===== config.mk =====
export PLATFORM = sky130hd
export DESIGN_NAME = uart_tx_arbiter
export DESIGN_NICKNAME = d
export VERILOG_FILES = /design/src/rtl/uart_tx_arbiter.sv
export SDC_FILE = /design/constraint.sdc
export NUM_CORES = 1
export LEC_CHECK = 0
export CORE_MARGIN = 4
export CORE_UTILIZATION = 37
export DETAILED_ROUTE_END_ITERATION = 8
export MAX_ROUTING_LAYER = met4
export PLACE_DENSITY = 0.66
export SKIP_CTS_REPAIR_TIMING = 1
export SLEW_MARGIN = 20
export SYNTH_ARGS = -nofsm -noshare
export SYNTH_HDL_FRONTEND = slang
export SYNTH_SLANG_ARGS = --single-unit

===== constraint.sdc =====
create_clock -name clk -period 4.3 [get_ports clk]
set_clock_uncertainty 0.1 [all_clocks]
set_input_delay 0.645 -clock clk [delete_from_list [all_inputs] [get_ports clk]]
set_output_delay 0.645 -clock clk [all_outputs]
set_load 0.01 [all_outputs]

===== src/rtl/uart_tx_arbiter.sv =====
// ---------------------------------------------------------------------------
// uart_tx_arbiter
//
// Shares one UART transmitter between N_REQ byte producers. In IDLE a winner
// is chosen among the pending requesters and its byte is captured. The byte is
// presented on din_tx with data_update held high until the start bit shows up
// on the monitored tx line. The arbiter then waits for the transmitter's done
// flag to rise and inserts GAP_CYCLES idle cycles before it arbitrates again.
// Everything runs in the clk domain. The UART's own baud clock is not used.
//
// Optional feature (compile-time macro UART_ARB_FIXED_PRIO_EN):
//   defined   : fixed priority, lowest index wins, no round-robin pointer
//   undefined : round-robin starting one past the last served requester
//
// Parameters:
//   N_REQ         number of requesters (2..8)
//   START_TIMEOUT clk cycles allowed from data_update high to start bit
//   GAP_CYCLES    idle cycles after done_tx rise before next arbitration
//
// Ports:
//   clk          system clock
//   rst          synchronous active-high reset
//   req_valid    [N_REQ]   requester i has a byte pending
//   req_data     [8*N_REQ] byte of requester i in bits [8i+7:8i]
//   req_ready    [N_REQ]   one-cycle accept pulse (byte captured this cycle)
//   din_tx       [8]       byte to the UART transmitter
//   data_update  new-data request to the UART transmitter
//   tx_mon       copy of the UART tx line
//   done_tx      transmitter done flag
//   grant_id     [3]       index of the requester being served
//   busy         high from accept until the gap completes
//   err_timeout  one-cycle pulse when the start bit never appeared
// ---------------------------------------------------------------------------
module uart_tx_arbiter #(
    parameter int N_REQ         = 4,
    parameter int START_TIMEOUT = 1023,
    parameter int GAP_CYCLES    = 2
) (
    input  logic                 clk,
    input  logic                 rst,
    input  logic [N_REQ-1:0]     req_valid,
    input  logic [8*N_REQ-1:0]   req_data,
    output logic [N_REQ-1:0]     req_ready,
    output logic [7:0]           din_tx,
    output logic                 data_update,
    input  logic                 tx_mon,
    input  logic                 done_tx,
    output logic [2:0]           grant_id,
    output logic                 busy,
    output logic                 err_timeout
);

    localparam int SW = (N_REQ > 1) ? $clog2(N_REQ) : 1;
    localparam int TW = (START_TIMEOUT > 1) ? $clog2(START_TIMEOUT + 1) : 1;
    localparam int GW = $clog2(GAP_CYCLES + 1) + 1;

    typedef enum logic [1:0] {
        ST_IDLE,
        ST_LOAD,
        ST_SEND,
        ST_GAP
    } state_t;

    state_t         r_state;
    state_t         w_state_next;
    logic [7:0]     r_din;
    logic [7:0]     w_din_next;
    logic [2:0]     r_grant;
    logic [2:0]     w_grant_next;
    logic           r_busy;
    logic           w_busy_next;
    logic           r_du;
    logic           w_du_next;
    logic           r_err;
    logic           w_err_next;
    logic [TW-1:0]  r_timer;
    logic [TW-1:0]  w_timer_next;
    logic [GW-1:0]  r_gap;
    logic [GW-1:0]  w_gap_next;
    logic           r_done_q;
    logic           w_done_rise;
    logic [N_REQ-1:0] w_ready;
    logic           w_accept;
    logic [SW-1:0]  w_sel;
    logic           w_found;

    // Per-requester byte lanes
    logic [7:0]     w_bytes [N_REQ];

    generate
        for (genvar gi = 0; gi < N_REQ; gi++) begin : g_bytes
            assign w_bytes[gi] = req_data[8*gi +: 8];
        end
    endgenerate

    // Only a rising edge of done_tx counts, and only while in SEND
    assign w_done_rise = done_tx & ~r_done_q;

`ifdef UART_ARB_FIXED_PRIO_EN
    // Lowest set index wins: scan downward so the last hit is the lowest
    always_comb begin
        w_sel   = '0;
        w_found = 1'b0;
        for (int k = N_REQ - 1; k >= 0; k--) begin
            if (req_valid[k]) begin
                w_sel   = SW'(k);
                w_found = 1'b1;
            end
        end
    end
`else
    logic [SW-1:0]  r_rr;
    logic [SW-1:0]  w_rr_next;
    logic [SW:0]    w_cand;

    // Search upward from the rr pointer with wrap; the candidate index is
    // reduced modulo N_REQ by a single conditional subtract (r_rr+k < 2*N_REQ)
    always_comb begin
        w_sel   = '0;
        w_found = 1'b0;
        w_cand  = '0;
        for (int k = 0; k < N_REQ; k++) begin
            w_cand = {1'b0, r_rr} + (SW+1)'(k);
            if (w_cand >= (SW+1)'(N_REQ)) begin
                w_cand = w_cand - (SW+1)'(N_REQ);
            end
            if (!w_found && req_valid[w_cand[SW-1:0]]) begin
                w_sel   = w_cand[SW-1:0];
                w_found = 1'b1;
            end
        end
    end

    assign w_rr_next = (w_sel == SW'(N_REQ - 1)) ? '0 : w_sel + 1'b1;

    always_ff @(posedge clk) begin
        if (rst) begin
            r_rr <= '0;
        end else if (w_accept) begin
            r_rr <= w_rr_next;
        end
    end
`endif

    // Next-state and next-output logic
    always_comb begin
        w_state_next = r_state;
        w_din_next   = r_din;
        w_grant_next = r_grant;
        w_busy_next  = r_busy;
        w_du_next    = r_du;
        w_err_next   = 1'b0;
        w_timer_next = r_timer;
        w_gap_next   = r_gap;
        w_ready      = '0;
        w_accept     = 1'b0;

        case (r_state)
            ST_IDLE: begin
                if (w_found) begin
                    w_accept       = 1'b1;
                    w_ready[w_sel] = 1'b1;
                    w_din_next     = w_bytes[w_sel];
                    w_grant_next   = 3'(w_sel);
                    w_busy_next    = 1'b1;
                    w_du_next      = 1'b1;
                    w_timer_next   = '0;
                    w_state_next   = ST_LOAD;
                end
            end
            ST_LOAD: begin
                if (!tx_mon) begin
                    w_du_next    = 1'b0;
                    w_state_next = ST_SEND;
                end else if (r_timer == TW'(START_TIMEOUT - 1)) begin
                    // Start bit never came: drop the byte and still observe the gap
                    w_du_next    = 1'b0;
                    w_err_next   = 1'b1;
                    w_gap_next   = '0;
                    w_state_next = ST_GAP;
                end else begin
                    w_timer_next = r_timer + 1'b1;
                end
            end
            ST_SEND: begin
                if (w_done_rise) begin
                    w_gap_next   = '0;
                    w_state_next = ST_GAP;
                end
            end
            ST_GAP: begin
                if ((int'(r_gap) + 1) >= GAP_CYCLES) begin
                    w_busy_next  = 1'b0;
                    w_state_next = ST_IDLE;
                end else begin
                    w_gap_next = r_gap + 1'b1;
                end
            end
            default: begin
                w_state_next = ST_IDLE;
            end
        endcase
    end

    always_ff @(posedge clk) begin
        if (rst) begin
            r_state  <= ST_IDLE;
            r_din    <= '0;
            r_grant  <= '0;
            r_busy   <= 1'b0;
            r_du     <= 1'b0;
            r_err    <= 1'b0;
            r_timer  <= '0;
            r_gap    <= '0;
            r_done_q <= 1'b0;
        end else begin
            r_state  <= w_state_next;
            r_din    <= w_din_next;
            r_grant  <= w_grant_next;
            r_busy   <= w_busy_next;
            r_du     <= w_du_next;
            r_err    <= w_err_next;
            r_timer  <= w_timer_next;
            r_gap    <= w_gap_next;
            r_done_q <= done_tx;
        end
    end

    // The accept pulse is combinational; keep it quiet while reset is applied
    assign req_ready   = rst ? '0 : w_ready;
    assign din_tx      = r_din;
    assign data_update = r_du;
    assign grant_id    = r_grant;
    assign busy        = r_busy;
    assign err_timeout = r_err;

endmodule


# After elaboration in Yosys (flattened, before gate mapping)
# Index checks and enable logic that the tools add are counted.
# W data, S select, Z words.
[totals] input_bits=40 reg_bits=31 elab_cells=122 output_inout_bits=18
[op_classes] order_cmp=12 n_addsub=11 n_eq_ne=13 bitwise_logic=5 mux=53 reduce_logical=18
[ops] op="$mux W10" n=3
[ops] op="$mux W2" n=14
[ops] op="$pmux W10 S2" n=1
[ops] op="$bmux W8 S2" n=1
[ops] op="$mux W1" n=16
[ops] op="$mux W8" n=2
[ops] op="$lt A2 B3 Y1 const B" n=5
[ops] op="$ne A2 B2 Y1 const B" n=7
[ops] op="$ge A3 B3 Y1 const B" n=4
[ops] op="$mux W3" n=4
[ops] op="$mux W4" n=3
[ops] op="$add A10 B1 Y10 const B" n=1
[ops] op="$eq A10 B10 Y1 const B" n=1
[ops] op="$pmux W3 S3" n=1
[ops] op="$bmux W1 S2" n=4
[ops] op="$pmux W2 S4" n=1
[ops] op="$reduce_and A4 Y1" n=2
[ops] op="$sub A2 B1 Y2 const B" n=4
[ops] op="$add A2 B2 Y3 const B" n=2
[ops] op="$eq A2 B2 Y1 const B" n=3
[ops] op="$reduce_and A3 Y1" n=2
[ops] op="$reduce_and A5 Y1" n=1
[ops] op="$add A3 B1 Y4 const B" n=1
[ops] op="$ge A4 B2 Y1 const B" n=1
[ops] op="other kinds (19)" n=28

# Depth between registers and ports, before layout
# Gate-level depths: netlist (run 1).
[logic_depth] word_depth=21 depth_mapped=8 ltp_nobuf=8

# Worst setup path before layout (run 1)
# No wires, ideal clock.
[synth_path] path_kind="input to output" start="in req_valid[2]" end="out req_ready[1]" arrival_ns=1.911 path_slack_ns=1.644 required_time_ns=3.555 stages=5 path_buffers=1 path_cell_list="o41ai_2 > nor2_1 > nand2b_1 > clkbuf_1 > nor2_1"
[synth_via] elab_chain_cells=19 elab_cells_between_ends=30 cone_classes="order compare: 2; mux: 21; reduce/logical: 7"
[synth_lines] element="start, declared" line_no="41" source="input logic [N_REQ-1:0] req_valid,"
[synth_lines] element="$bmux W1 S2" line_no="127" source="if (!w_found && req_valid[w_cand[SW-1:0]]) begin"
[synth_lines] element="$mux W1 (not written as such)" line_no="127"
[synth_lines] element="$mux W1" line_no="127"
[synth_lines] element="$logic_not A1 Y1" line_no="127"
[synth_lines] element="$logic_and A1 B1 Y1" line_no="127"
[synth_lines] element="$mux W1" line_no="127"
[synth_lines] element="$logic_not A1 Y1" line_no="127"
[synth_lines] element="$logic_and A1 B1 Y1" line_no="127"
[synth_lines] element="(+3 left out)"
[synth_lines] element="$mux W2" line_no="127"
[synth_lines] element="$lt A2 B3 Y1 (not written as such) or $ge A2 B1 Y1 (tied branches)" line_no="162" source="w_ready[w_sel] = 1'b1;"
[synth_lines] element="$logic_and A1 B1 Y1 (not written as such)" line_no="162"
[synth_lines] element="$mux W1 (not written as such)" line_no="162"
[synth_lines] element="$demux W1 S2" line_no="162"
[synth_lines] element="$mux W4 (*)" line_no="160" source="if (w_found) begin"
[synth_lines] element="$mux W4 (*)" line_no="158" source="case (r_state)"
[synth_lines] element="$mux W4 (*)" line_no="230" source="assign req_ready = rst ? '0 : w_ready;"
[synth_lines] element="end, declared" line_no="43" source="output logic [N_REQ-1:0] req_ready,"
# Mark *: on every way between the ends. The rest lies on a longest branch, timed or not. The select of a mux whose other input is x is not followed.

# Worst setup path in the final report (run 1)
[layout_path] start="in req_valid[0]" end="out req_ready[1]"
# The elaborated chain is that of the path after synthesis.

==> results of run 1 <==
==> registers in the layout, indices dropped and copies added (netlist names) <==
| name | cells |
|---|---|
| busy | 1 |
| data_update | 1 |
| din_tx | 8 |
| err_timeout | 1 |
| grant_id | 2 |
| r_done_q | 1 |
| r_gap | 3 |
| r_rr | 2 |
| r_state | 2 |
| r_timer | 10 |
==> stage by stage <==
stage	power [W]	hold slack [ns]
finish	0.00122	0.391
global route	0.00132	0.422
CTS	0.00125	0.391
detailed placement	0.00103	0.382
global placement	0.00103	0.369
floorplan	0.000779	0.352
==> cells by family after synthesis <==
kind of cell,count (synthesis),share of synthesized area [%]
buffers and inverters,15,3.35
adder cells (fa/ha/maj),10,6.84
XOR/XNOR,6,2.87
flip-flops,31,33.9
AND/OR/NAND/NOR,80,23.7
AO/OA/AOI/OAI,45,18.7
multiplexers,19,10.4
other,1,0.205
==> layout make-up <==
cell class	instances	area (µm²)
fill	482	2220
multi-input combinational	161	1150
sequential	31	621
timing repair buffer	59	583
tap	67	83.8
clock buffer	6	72.6
inverter	7	26.3
==> layer usage <==
metal / part of all wire [%] / up-vias / track usage, % / routed length, µm
met5: 0 / - / - / 0
met4: 1.8 / 0 / 6.29 / 83
met3: 3.0 / 5 / 5.05 / 138
met2: 48 / 18 / 24.5 / 2180
met1: 47 / 772 / 20.0 / 2150
li1: - / 876 / - / -
==> worst max-delay path by stage <==
stage	slack [ns]	cells past startpoint	from	endpoint
global placement	0.81	7	req_valid[0]	req_ready[1]
finish	0.79	7	req_valid[0]	req_ready[1]
CTS	0.79	7	req_valid[0]	req_ready[1]
global route	0.65	7	req_valid[0]	req_ready[1]
detailed placement	0.80	7	req_valid[0]	req_ready[1]
floorplan	1.64	5	req_valid[2]	req_ready[1]
==> critical path, stage by stage <==
cell and delay, ns:
clkdlybuf4s50_1 0.55, nor2b_1 0.21, nor2_1 0.06, o22a_1 0.26, nand2b_1 0.34, nor2_1 0.16, clkdlybuf4s50_1 0.55
==> Yosys cell counts (all sizes together) (5+ instances only) <==
cell type / count / area share (%)
nor2: 27 / 5.5
dfxtp: 31 / 34
mux2i: 19 / 10
nor2b: 5 / 1.7
nand3b: 8 / 3.3
clkbuf: 6 / 1.2
nand3: 6 / 1.6
inv: 7 / 1.4
o221ai: 8 / 3.8
nand2: 10 / 2.2
ha: 10 / 6.8
a21oi: 9 / 2.5
==> where the power goes <==
group | switching, W | leakage (nW) | internal [W] | total, W
Clock | 0.000103 | 0.0371 | 0.000108 | 0.000210
Sequential | 0.0000440 | 0.254 | 0.000359 | 0.000403
Combinational | 0.000308 | 0.693 | 0.000303 | 0.000611
Total | 0.000455 | 0.984 | 0.000769 | 0.00122
==> cells in the final DEF (no fill, tap or decap), types with 2 or more instances in the layout <==
| cell | netlist | final |
|---|---|---|
| a2111oi_0 | 3 | 3 |
| a211oi_1 | 2 | 2 |
| a21boi_0 | 2 | 2 |
| a21oi_1 | 9 | 9 |
| and2_1 | 2 | 2 |
| and3_1 | 3 | 3 |
| buf_4 | 1 | 3 |
| clkbuf_8 | 0 | 5 |
| clkdlybuf4s50_1 | 0 | 56 |
| dfxtp_1 | 31 | 31 |
| ha_1 | 10 | 10 |
| inv_1 | 7 | 7 |
| mux2i_1 | 19 | 19 |
| nand2_1 | 9 | 9 |
| nand2b_1 | 4 | 4 |
| nand3_1 | 6 | 6 |
| nand3b_1 | 8 | 8 |
| nor2_1 | 27 | 27 |
| nor2b_1 | 5 | 5 |
| nor3_1 | 4 | 4 |
| o211ai_1 | 4 | 4 |
| o21ai_0 | 4 | 4 |
| o221ai_1 | 8 | 8 |
| o31ai_1 | 2 | 2 |
| or3b_1 | 2 | 2 |
| xnor2_1 | 3 | 3 |
| xor2_1 | 3 | 3 |
==> reports/qor.yml, run 1 <==
run_status:
  status: "finished, final reports clean"
setup_path:
  cp-end-kind: "output port"
  cp.arrival_ns: 2.77
  reg2reg_from: "r_state[1]"
  crit_path_max_fanout: 9
  r2r_setup_slack_ns: 1.91
  rr_endpoint: "r_timer[9]"
  path_class: "in -> out"
  start_kind: "input port"
  cp.required_ns: 3.56
  r2r_cells: 7
sta:
  finalHoldViolCount: 0
  finalCriticalPeriod_ns: 3.51
  tns_ns: 0
  drv_slew: 0
  grt_setup_unrepaired: "false"
  worstMarginPinSlew_ns: 0.802
  setup_slack_ns: 0.789
  setup_viol: 0
  max_slew_margin_pct: 46.1
  period_share_pct: 81.7
  fmax_ghz: 0.285
yosys:
  ys.flop_type: "dfxtp_1"
  postSynthAreaPerCell_um2: 8.84
  async_flop_share_pct: 0
  synth_nets: 257
  synth-edff-count: 0
  synth-seq-cells: 31
  seq_area_frac_synth_pct: 33.9
  syn_area_mm2: 0.00183
  yosys_warnings: 0
  synthCells: 207
  synth_cell_types: 49
global_routing:
  gr-total-overflow: 0
  grt_max_degree: 25
  grt.total_usage_pct: 16.1
  grt_pass1_vias: 1546
  antenna_found_initial: 0
  grt_pass1_wl_um: 7450
placed_design:
  gp_congestion: 0.871
  hpwl_um: 3460
  place_inst: 325
  placed_area_mm2: 0.00246
  io_buffer_count: 56
  post-place-ws_ns: 0.803
cts:
  clockBufferDepth: 2
  root_buffer: "clkbuf_8"
  cts.htree.levels: 2
  clkTransAtPathRegs_ns: 0.06
  cts_tree: "done"
  cts-buffers-inserted: 5
  worstSkewPairLatency_ns: 0.28
  cts.sinks: 31
drt:
  dr.pass1.iters: 4
  ant_nets: 0
  vias: 1671
  drt-total-wl_um: 4560
  wire_per_inst_um: 13.8
  avgViaCountPerCell: 5.05
  drt_iter0_drc: 83
  drc_errors: 0
hold_path:
  hold_path_depth: 2
  min_path_type: "reg -> reg"
  min_from: "busy"
  whs_endpoint: "busy"
layout:
  fin_area_mm2: 0.00253
  num-nets-final: 315
  diodes: 0
  layout.cells.non_filler: 331
  final_core_util_pct: 53.3
  areaGrowthSynthToFinish_pct: 38.5
  layout-drive-gt1-share_pct: 6.06
floorplanning:
  fp.dieH_um: 78.3
  start_util_pct: 38.5
  die_w_um: 78.3
  core_area_mm2: 0.00475
  num_rows: 25
  ioPinCount: 58
  dieArea_mm2: 0.00613
power_and_ir_drop:
  powerDensity_mw_per_mm2: 483
  power_leakage_nw: 0.984
  peakVddDrop_mv: 0.353
flow_run:
  maxCapViolations: 0
No activity file was read; power rests on OpenSTA's default activity.
==> inputs of run 2 (changes only) <==
Clock period 4.3 ns to 3.35 ns, I/O delays scaled along.
==> run 2 against run 1 <==
  * Sequential power up 29%
  * Routed wire length up 2.9%
  * Design area up 0.89%
  * Count of clock-buffer cells in the layout unchanged
  * Clock power up 29%
  * Combinational power up 33%
  * Critical endpoint is now req_ready[3]
==> reports/qor.yml, run 2 (synthesized netlist as in run 1, its figures left out) <==
run_status:
  status: "finished, final reports clean"
floorplanning:
  core_area_mm2: 0.00475
  die_w_um: 78.3
  ioPinCount: 58
  num_rows: 25
  fp.dieH_um: 78.3
  start_util_pct: 38.5
  dieArea_mm2: 0.00613
global_routing:
  grt_pass1_wl_um: 7800
  gr-total-overflow: 0
  antenna_found_initial: 0
  grt.total_usage_pct: 16.4
  grt_max_degree: 25
  grt_pass1_vias: 1651
power_and_ir_drop:
  powerDensity_mw_per_mm2: 627
  peakVddDrop_mv: 0.297
  power_leakage_nw: 0.998
sta:
  setup_viol: 0
  finalHoldViolCount: 0
  hold_ws_ns: 0.390
  setup_slack_ns: 0.276
  fmax_ghz: 0.325
  tns_ns: 0
  period_share_pct: 91.8
  drv_slew: 0
  max_slew_margin_pct: 49.7
  finalCriticalPeriod_ns: 3.07
  grt_setup_unrepaired: "false"
  worstMarginPinSlew_ns: 0.748
setup_path:
  crit_path_max_fanout: 6
  path_common_cell: "clkdlybuf4s50_1"
  start_kind: "input port"
  reg2reg_from: "r_state[1]"
  r2r_setup_slack_ns: 1.13
  max_stage_delay_ns: 0.55
  cp.arrival_ns: 2.47
  path_class: "in -> out"
  cp.required_ns: 2.75
  cp-end-kind: "output port"
  rr_endpoint: "r_timer[9]"
  r2r_cells: 7
  crit_chain: "clkdlybuf4s50_1 > a21o_1 > a21boi_0 > o22a_1 > ha_1 > and2_1 > clkdlybuf4s50_1"
  crit_slowest_cell: "clkdlybuf4s50_1"
cts:
  clkTransAtPathRegs_ns: 0.06
  cts_tree: "done"
  clockBufferDepth: 2
  worstSkewPairLatency_ns: 0.28
  cts.sinks: 31
  cts.htree.levels: 2
  root_buffer: "clkbuf_8"
  cts-buffers-inserted: 5
layout:
  largest_reg_flops: 10
  top_register: "r_timer"
  layout-drive-gt1-share_pct: 7.12
  final_common_cell: "clkdlybuf4s50_1"
  most-common-layout-cells: "clkdlybuf4s50_1 (56), dfxtp_1 (31), nor2_1 (27)"
  num-nets-final: 318
  areaGrowthSynthToFinish_pct: 39.7
  diodes: 0
drt:
  wire_per_inst_um: 14.0
  drc_errors: 0
  dr.pass1.iters: 4
  vias: 1684
  drt_iter0_drc: 36
  avgViaCountPerCell: 5.04
  drt-total-wl_um: 4690
  ant_nets: 0
hold_path:
  hold_path_depth: 2
  min_from: "busy"
  min_path_type: "reg -> reg"
  whs_endpoint: "busy"
flow_run:
  maxCapViolations: 0
placed_design:
  io_buffer_count: 56
  gp_congestion: 0.822
  post-place-ws_ns: 0.265
  hpwl_um: 3580
## run 2: metal layers
layer	GRT usage, %	vias to the layer above	part of all wire (%)
met5	-	-	0
met2	25.4	20	48
li1	-	879	-
met1	20.9	780	48
met4	6.47	0	1.3
met3	3.33	5	2.6
## run 2: worst max path at each step
stage,slack [ns],end,startpoint
2_1_floorplan,0.98,req_ready[1],req_valid[2]
3_3_place_gp,0.29,req_ready[3],req_valid[0]
3_5_place_dp,0.26,req_ready[3],req_valid[0]
4_1_cts,0.26,req_ready[3],req_valid[0]
5_1_grt,0.08,req_ready[3],req_valid[0]
6_report,0.28,req_ready[3],req_valid[0]
## run 2: worst max-delay path: cells and delay by family
kind	cells	cell delay, ns
compound gates	3	0.62
fa+ha+maj	1	0.19
buf+inv	2	1.03
simple gates	1	0.12
## run 2: power breakdown
part           internal [W]  leakage [nW]  switching (W)
clock network      0.000138        0.0371       0.000133
registers          0.000460         0.254      0.0000589
logic              0.000411         0.707       0.000402
total               0.00101         0.998       0.000594
## run 2: cell type report
cell class              instances  area, µm²
clock buffers                   6       72.6
fillers                       454       2200
inverters                       7       26.3
multi-input cells             161       1150
flip-flops and latches         31        621
well taps                      67       83.8
repair buffers                 62        606
## run 2: through the flow
step	utilization, %	power, W	area, µm²	cells
2_1_floorplan	-	0.000999	1830	207
4_1_cts	53.8	0.00162	2560	334
6_report	53.8	0.00160	2560	334
3_5_place_dp	52.2	0.00134	2480	328
3_3_place_gp	52.2	0.00134	2480	328
5_1_grt	53.8	0.00173	2560	334
